--- config.mk ---
export PLATFORM = sky130hd
export DESIGN_NAME = cacheline_adapter
export DESIGN_NICKNAME = d
export VERILOG_FILES = /design/src/rtl/cacheline_adapter.sv
export SDC_FILE = /design/constraint.sdc
export NUM_CORES = 1
export LEC_CHECK = 0
export ABC_AREA = 1
export BUFFER_PORTS_ARGS = -buffer_cell sky130_fd_sc_hd__buf_4
export CAP_MARGIN = 5
export CORE_AREA = 4 4 278 280
export DETAILED_ROUTE_END_ITERATION = 10
export DIE_AREA = 0 0 282 284
export PLACE_DENSITY = 0.54
export RECOVER_POWER = 100
export SYNTH_ARGS = -nofsm -noshare
export SYNTH_HDL_FRONTEND = slang
export SYNTH_SLANG_ARGS = --single-unit
--- constraint.sdc ---
create_clock -name clk -period 1.73 [get_ports clk]
set_clock_uncertainty 0.05 [all_clocks]
set_input_delay 0 -clock clk [delete_from_list [all_inputs] [get_ports clk]]
set_output_delay 0 -clock clk [all_outputs]
set_load 0.05 [all_outputs]
--- src/rtl/cacheline_adapter.sv ---
`default_nettype none
// ============================================================================
//  Module      : cacheline_adapter
//  Description : Serialises one 256-bit cache line read or write into a burst
//                of 64-bit memory beats, lowest-addressed beat first, and
//                returns a single-cycle completion pulse to the cache.
//  Revision    : 1.0  initial release
// ============================================================================
module cacheline_adapter #(
  parameter int LINE_W   = 256,
  parameter int BEAT_W   = 64,
  parameter int BEATS    = 4,
  parameter int OFFSET_W = 5
) (
  input  logic              clk,
  input  logic              rst,
  // cache line side
  input  logic [31:0]       line_address,
  input  logic              line_read,
  input  logic              line_write,
  input  logic [LINE_W-1:0] line_wdata,
  output logic [LINE_W-1:0] line_rdata,
  output logic              line_resp,
  // memory burst side
  output logic [31:0]       burst_address,
  output logic              burst_read,
  output logic              burst_write,
  output logic [BEAT_W-1:0] burst_wdata,
  input  logic [BEAT_W-1:0] burst_rdata,
  input  logic              burst_resp
);

  localparam int CNT_W = (BEATS > 1) ? $clog2(BEATS) : 1;

  localparam logic [1:0] ST_IDLE  = 2'd0;
  localparam logic [1:0] ST_READ  = 2'd1;
  localparam logic [1:0] ST_WRITE = 2'd2;
  localparam logic [1:0] ST_DONE  = 2'd3;

  localparam logic [CNT_W-1:0] C_CNT_LAST  = CNT_W'(BEATS - 1);
  localparam logic [31:0]      C_ADDR_MASK = ~((32'd1 << OFFSET_W) - 32'd1);

  logic [1:0]        r_state;
  logic [1:0]        w_state_next;
  logic [CNT_W-1:0]  r_count;
  logic [31:0]       r_addr;
  logic [LINE_W-1:0] r_wline;
  logic [LINE_W-1:0] r_rline;

  logic              w_in_idle;
  logic              w_accept_wr;
  logic              w_accept_rd;
  logic              w_accept;
  logic              w_beat;
  logic              w_last_beat;
  logic [BEAT_W-1:0] w_wbeats [BEATS];

  // Write requests win over reads when both are raised in the same cycle.
  assign w_in_idle   = (r_state == ST_IDLE);
  assign w_accept_wr = w_in_idle & line_write;
  assign w_accept_rd = w_in_idle & ~line_write & line_read;
  assign w_accept    = w_accept_wr | w_accept_rd;

  // A beat is only consumed while a burst is actually in flight.
  assign w_beat      = burst_resp & ((r_state == ST_READ) | (r_state == ST_WRITE));
  assign w_last_beat = w_beat & (r_count == C_CNT_LAST);

  // Split the latched write line into beat-sized words, beat 0 at the LSBs.
  for (genvar gi = 0; gi < BEATS; gi++) begin : g_wbeat
    assign w_wbeats[gi] = r_wline[gi*BEAT_W +: BEAT_W];
  end

  // Next-state selection for the transaction sequencer.
  always_comb begin
    w_state_next = r_state;
    case (r_state)
      ST_IDLE: begin
        if (w_accept_wr) begin
          w_state_next = ST_WRITE;
        end else if (w_accept_rd) begin
          w_state_next = ST_READ;
        end
      end
      ST_READ: begin
        if (w_last_beat) begin
          w_state_next = ST_DONE;
        end
      end
      ST_WRITE: begin
        if (w_last_beat) begin
          w_state_next = ST_DONE;
        end
      end
      ST_DONE: begin
        w_state_next = ST_IDLE;
      end
      default: begin
        w_state_next = ST_IDLE;
      end
    endcase
  end

  // State register and beat counter; the counter wraps after the last beat.
  always_ff @(posedge clk) begin
    if (!rst) begin
      r_state <= ST_IDLE;
      r_count <= '0;
    end else begin
      r_state <= w_state_next;
      if (w_accept) begin
        r_count <= '0;
      end else if (w_beat) begin
        r_count <= w_last_beat ? '0 : (r_count + 1'b1);
      end
    end
  end

  // Capture address and write data once, at acceptance; later changes are ignored.
  always_ff @(posedge clk) begin
    if (!rst) begin
      r_addr  <= '0;
      r_wline <= '0;
    end else if (w_accept) begin
      r_addr <= line_address & C_ADDR_MASK;
      if (w_accept_wr) begin
        r_wline <= line_wdata;
      end
    end
  end

  // Assemble returning read beats into the line buffer at the counter's slot.
  always_ff @(posedge clk) begin
    if (!rst) begin
      r_rline <= '0;
    end else if (w_beat && (r_state == ST_READ)) begin
      for (int i = 0; i < BEATS; i++) begin
        if (r_count == CNT_W'(i)) begin
          r_rline[i*BEAT_W +: BEAT_W] <= burst_rdata;
        end
      end
    end
  end

  assign burst_read    = (r_state == ST_READ);
  assign burst_write   = (r_state == ST_WRITE);
  assign line_resp     = (r_state == ST_DONE);
  assign burst_address = r_addr;
  assign burst_wdata   = burst_write ? w_wbeats[r_count] : '0;
  assign line_rdata    = r_rline;

endmodule
`default_nettype wire

==> impl_metrics.yaml <==
logic_synthesis:
  synth_top_family_by_area: "simple AND/OR/NAND/NOR gates"
  synth.area.top_cells: "dfxtp_1 48%, nor2_1 17%, nand2_1 14%"
  avgSynthCellArea_sq_um: 6.73
  synth_top_cell_area_share_pct: 48.3
  synthesis.instances: 3341
  synth_edf_count: 0
  synth_area_sq_um: 22500
  synth_flop_cell: "dfxtp_1"
  yosys_warnings: 0
  synthSimpleGateAreaFrac_pct: 31.3
  synthTopCellsByCount: "1033 x nor2_1, 837 x nand2_1, 543 x dfxtp_1, 257 x o21ai_0, 221 x a21oi_1"
  synth_compound_gate_area_share_pct: 10.7
  ys_types: 20
  ys_ff_latch: 543
  synth_fa_ha_area_share_pct: 0.500
  yosysMostFrequentCell: "nor2_1"
  yosysSeqAreaShare_pct: 48.3
  synth.area.mux_share_pct: 0
  yosys.area.top_type: "dfxtp_1"
  async_reset_ff_share_pct: 0
  synth-xor-area-share_pct: 0
critical_path:
  rrSetupSlack_ps: -200
  slowest_stage: "dfxtp_4"
  critical_path.max_fanout: 8
  reg2reg_from: "r_state[1]$_SDFFE_PN0P_"
  crit_cells: 8
  critPathArrivalTime_ps: 2060
  r2r_cells: 12
  cp-end-kind: "output pin"
  critPathKind: "reg -> out"
  crit_start: "r_count[0]$_SDFFE_PP0P_"
  critPathRequiredTime_ps: 1680
  path_cells: "buf_12 -> buf_16 -> buf_6 -> nor2_4 -> nor2_2 -> nand2_2 -> a21oi_4 -> buf_6"
  r2r-end: "line_rdata[24]$_SDFFE_PN0P_"
  path_buf_inv: 4
  cpPeakStageDelay_ps: 400
  crit_top_cell: "buf_6"
  worstSetupStartpointType: "register"
  critical_path.top_delay_family: "buffers and inverters"
power_and_ir_drop:
  power_density_nw_per_um2: 1160
  p_sw_share_pct: 35.7
  power_mw: 42.8
  clkPwrFrac_pct: 30.7
  p_seq_share_pct: 35.3
  p_switching_mw: 15.3
  max-vdd-ir-drop_mv: 0.779
  p_int_mw: 27.5
  p_leak_nw: 15.5
  comb_power_share_pct: 34.0
timing:
  final.setup.tns_ps: -46860
  max_slew.worst_pin.slew_ps: 720
  setup_viol: 348
  maxSlewViolCount: 0
  finalHoldViolCount: 0
  hold_slack_ps: 148
  rsz0062_at_grt: "yes"
  min_period_ps: 2110
  fmax_mhz: 475
  fin_ws_ps: -376
  relSlewSlack_pct: 52.2
  final.period_utilization_pct: 122
global_routing:
  grt_first_pass_wirelength_mm: 135
  grt_pass1_vias: 23104
  grt_usage_pct: 21.3
  grt_max_degree: 111
  overflow: 0
  antenna_found_initial: 9
cts:
  cts_tree: "yes"
  clk_latency_ps: 570
  h-tree-depth: 3
  clock-root-buffer: "clkbuf_16"
  cts_sinks: 543
  cts_buffer_depth: 3
  cts-buffers-inserted: 66
  clk_pin_slew_ps: 60
final_layout:
  stdcell_area_sq_um: 37000
  synthToLayoutAreaGrowth_pct: 64.2
  drive_above_1_share_pct: 21.8
  fin_util_pct: 49.6
  layout.nets: 4810
route:
  ant_nets: 0
  first_pass_iters: 5
  routedWlPerCell_um: 17.1
  drc: 0
  first_iter_violations: 1395
  route.vias.total: 24568
  vias_per_cell: 4.50
  wl_mm: 93.4
placed_design:
  place_hpwl_mm: 62.1
  place.port_buffers: 701
  placed_area_sq_um: 30200
  globalplace.congestion: 0.825
floorplan:
  start_util_pct: 30.2
  io_pins: 712
  die_y_um: 284
  rows: 100
  die_w_um: 282
  core_area_sq_um: 74400
  dieArea_sq_um: 80100
min_path:
  worstHoldEndpoint: "r_wline[182]$_SDFFE_PN0P_"
  hold_path.class: "in -> reg"
  worstHoldStart: "line_wdata[182]"
  holdPathStages: 4
run:
  max_cap_viol_count: 0
run_status:
  status: "finished, violations left"
  violations: "setup timing"
timing repair:
action | in CTS | in global routing
hold buffers | 351 | 0
pin swaps | 23 | 43
gates resized for setup | 186 | 186
setup endpoints to repair | 270 | 296
hold endpoints to repair | 543 | 0
cloned | 8 | 29
buffers inserted | 7 | 18
power groups by stage:
stage / logic (mW) / clock network, mW / registers (mW)
after floorplan: 7.10 / 0 / 16.4
after global placement: 12.5 / 0 / 15.3
after detailed placement: 12.6 / 0 / 15.3
after CTS: 14.2 / 13.5 / 15.1
after global routing: 15.9 / 14.0 / 15.3
final: 14.6 / 13.1 / 15.1
worst min-delay path: cells and delay by family:
kind | cells | cell delay, ps
AOI/OAI and AO/OA | 1 | 70
buffers and inverters | 2 | 610
and+or+nand+nor | 1 | 70
cells in the final DEF (no fill, tap or decap), types with 86 or more instances in the layout:
| master | count |
|---|---|
| a21oi_1 | 157 |
| buf_4 | 429 |
| clkbuf_1 | 273 |
| clkbuf_16 | 91 |
| dfxtp_1 | 540 |
| dlygate4sd3_1 | 351 |
| inv_1 | 196 |
| nand2_1 | 727 |
| nand2_2 | 86 |
| nor2_1 | 993 |
| o21ai_0 | 254 |
flip-flops by register name (all words and copies together), names as in the netlist:
register and cells:
r_count 2, r_wline 256, line_rdata 256, r_state 2, burst_address 27
how the worst max path moves through the flow:
stage	end	slack, ps
2_1_floorplan	burst_wdata[0]	-120
3_3_place_gp	r_wline[216]$_SDFFE_PN0P_	-230
3_5_place_dp	r_wline[216]$_SDFFE_PN0P_	-190
4_1_cts	burst_wdata[25]	-440
5_1_grt	burst_wdata[25]	-490
6_report	burst_wdata[30]	-380
layer usage:
metal,GRT usage (%),routed length (um)
met5,0,40
met4,5.42,2480
met3,4.66,5950
met2,35.9,44000
met1,27.6,41000
layout make-up:
cell class	count	area [sq um]
inverters	205	788
clock inverters	22	133
fillers	7491	37500
flip-flops and latches	543	10900
multi-input cells	2368	10900
repair buffers	1260	11200
well taps	969	1210
diodes	6	15.0
clock buffers	90	1870
stage by stage:
step	cells	setup slack [ps]
after CTS	5410	-437
after detailed placement	4932	-187
after global routing	5459	-485
after floorplan	3345	-117
after global placement	4932	-230
final	5463	-376
cell families (layout without fill, tap and decap cells):
group           after synthesis  after routing
fa+ha+maj                     9              9
simple gates               1875           1875
buf+inv                     434           1577
flops                       543            543
other cells                   1             11
compound gates              479            479
No activity file was read; power rests on OpenSTA's default activity.
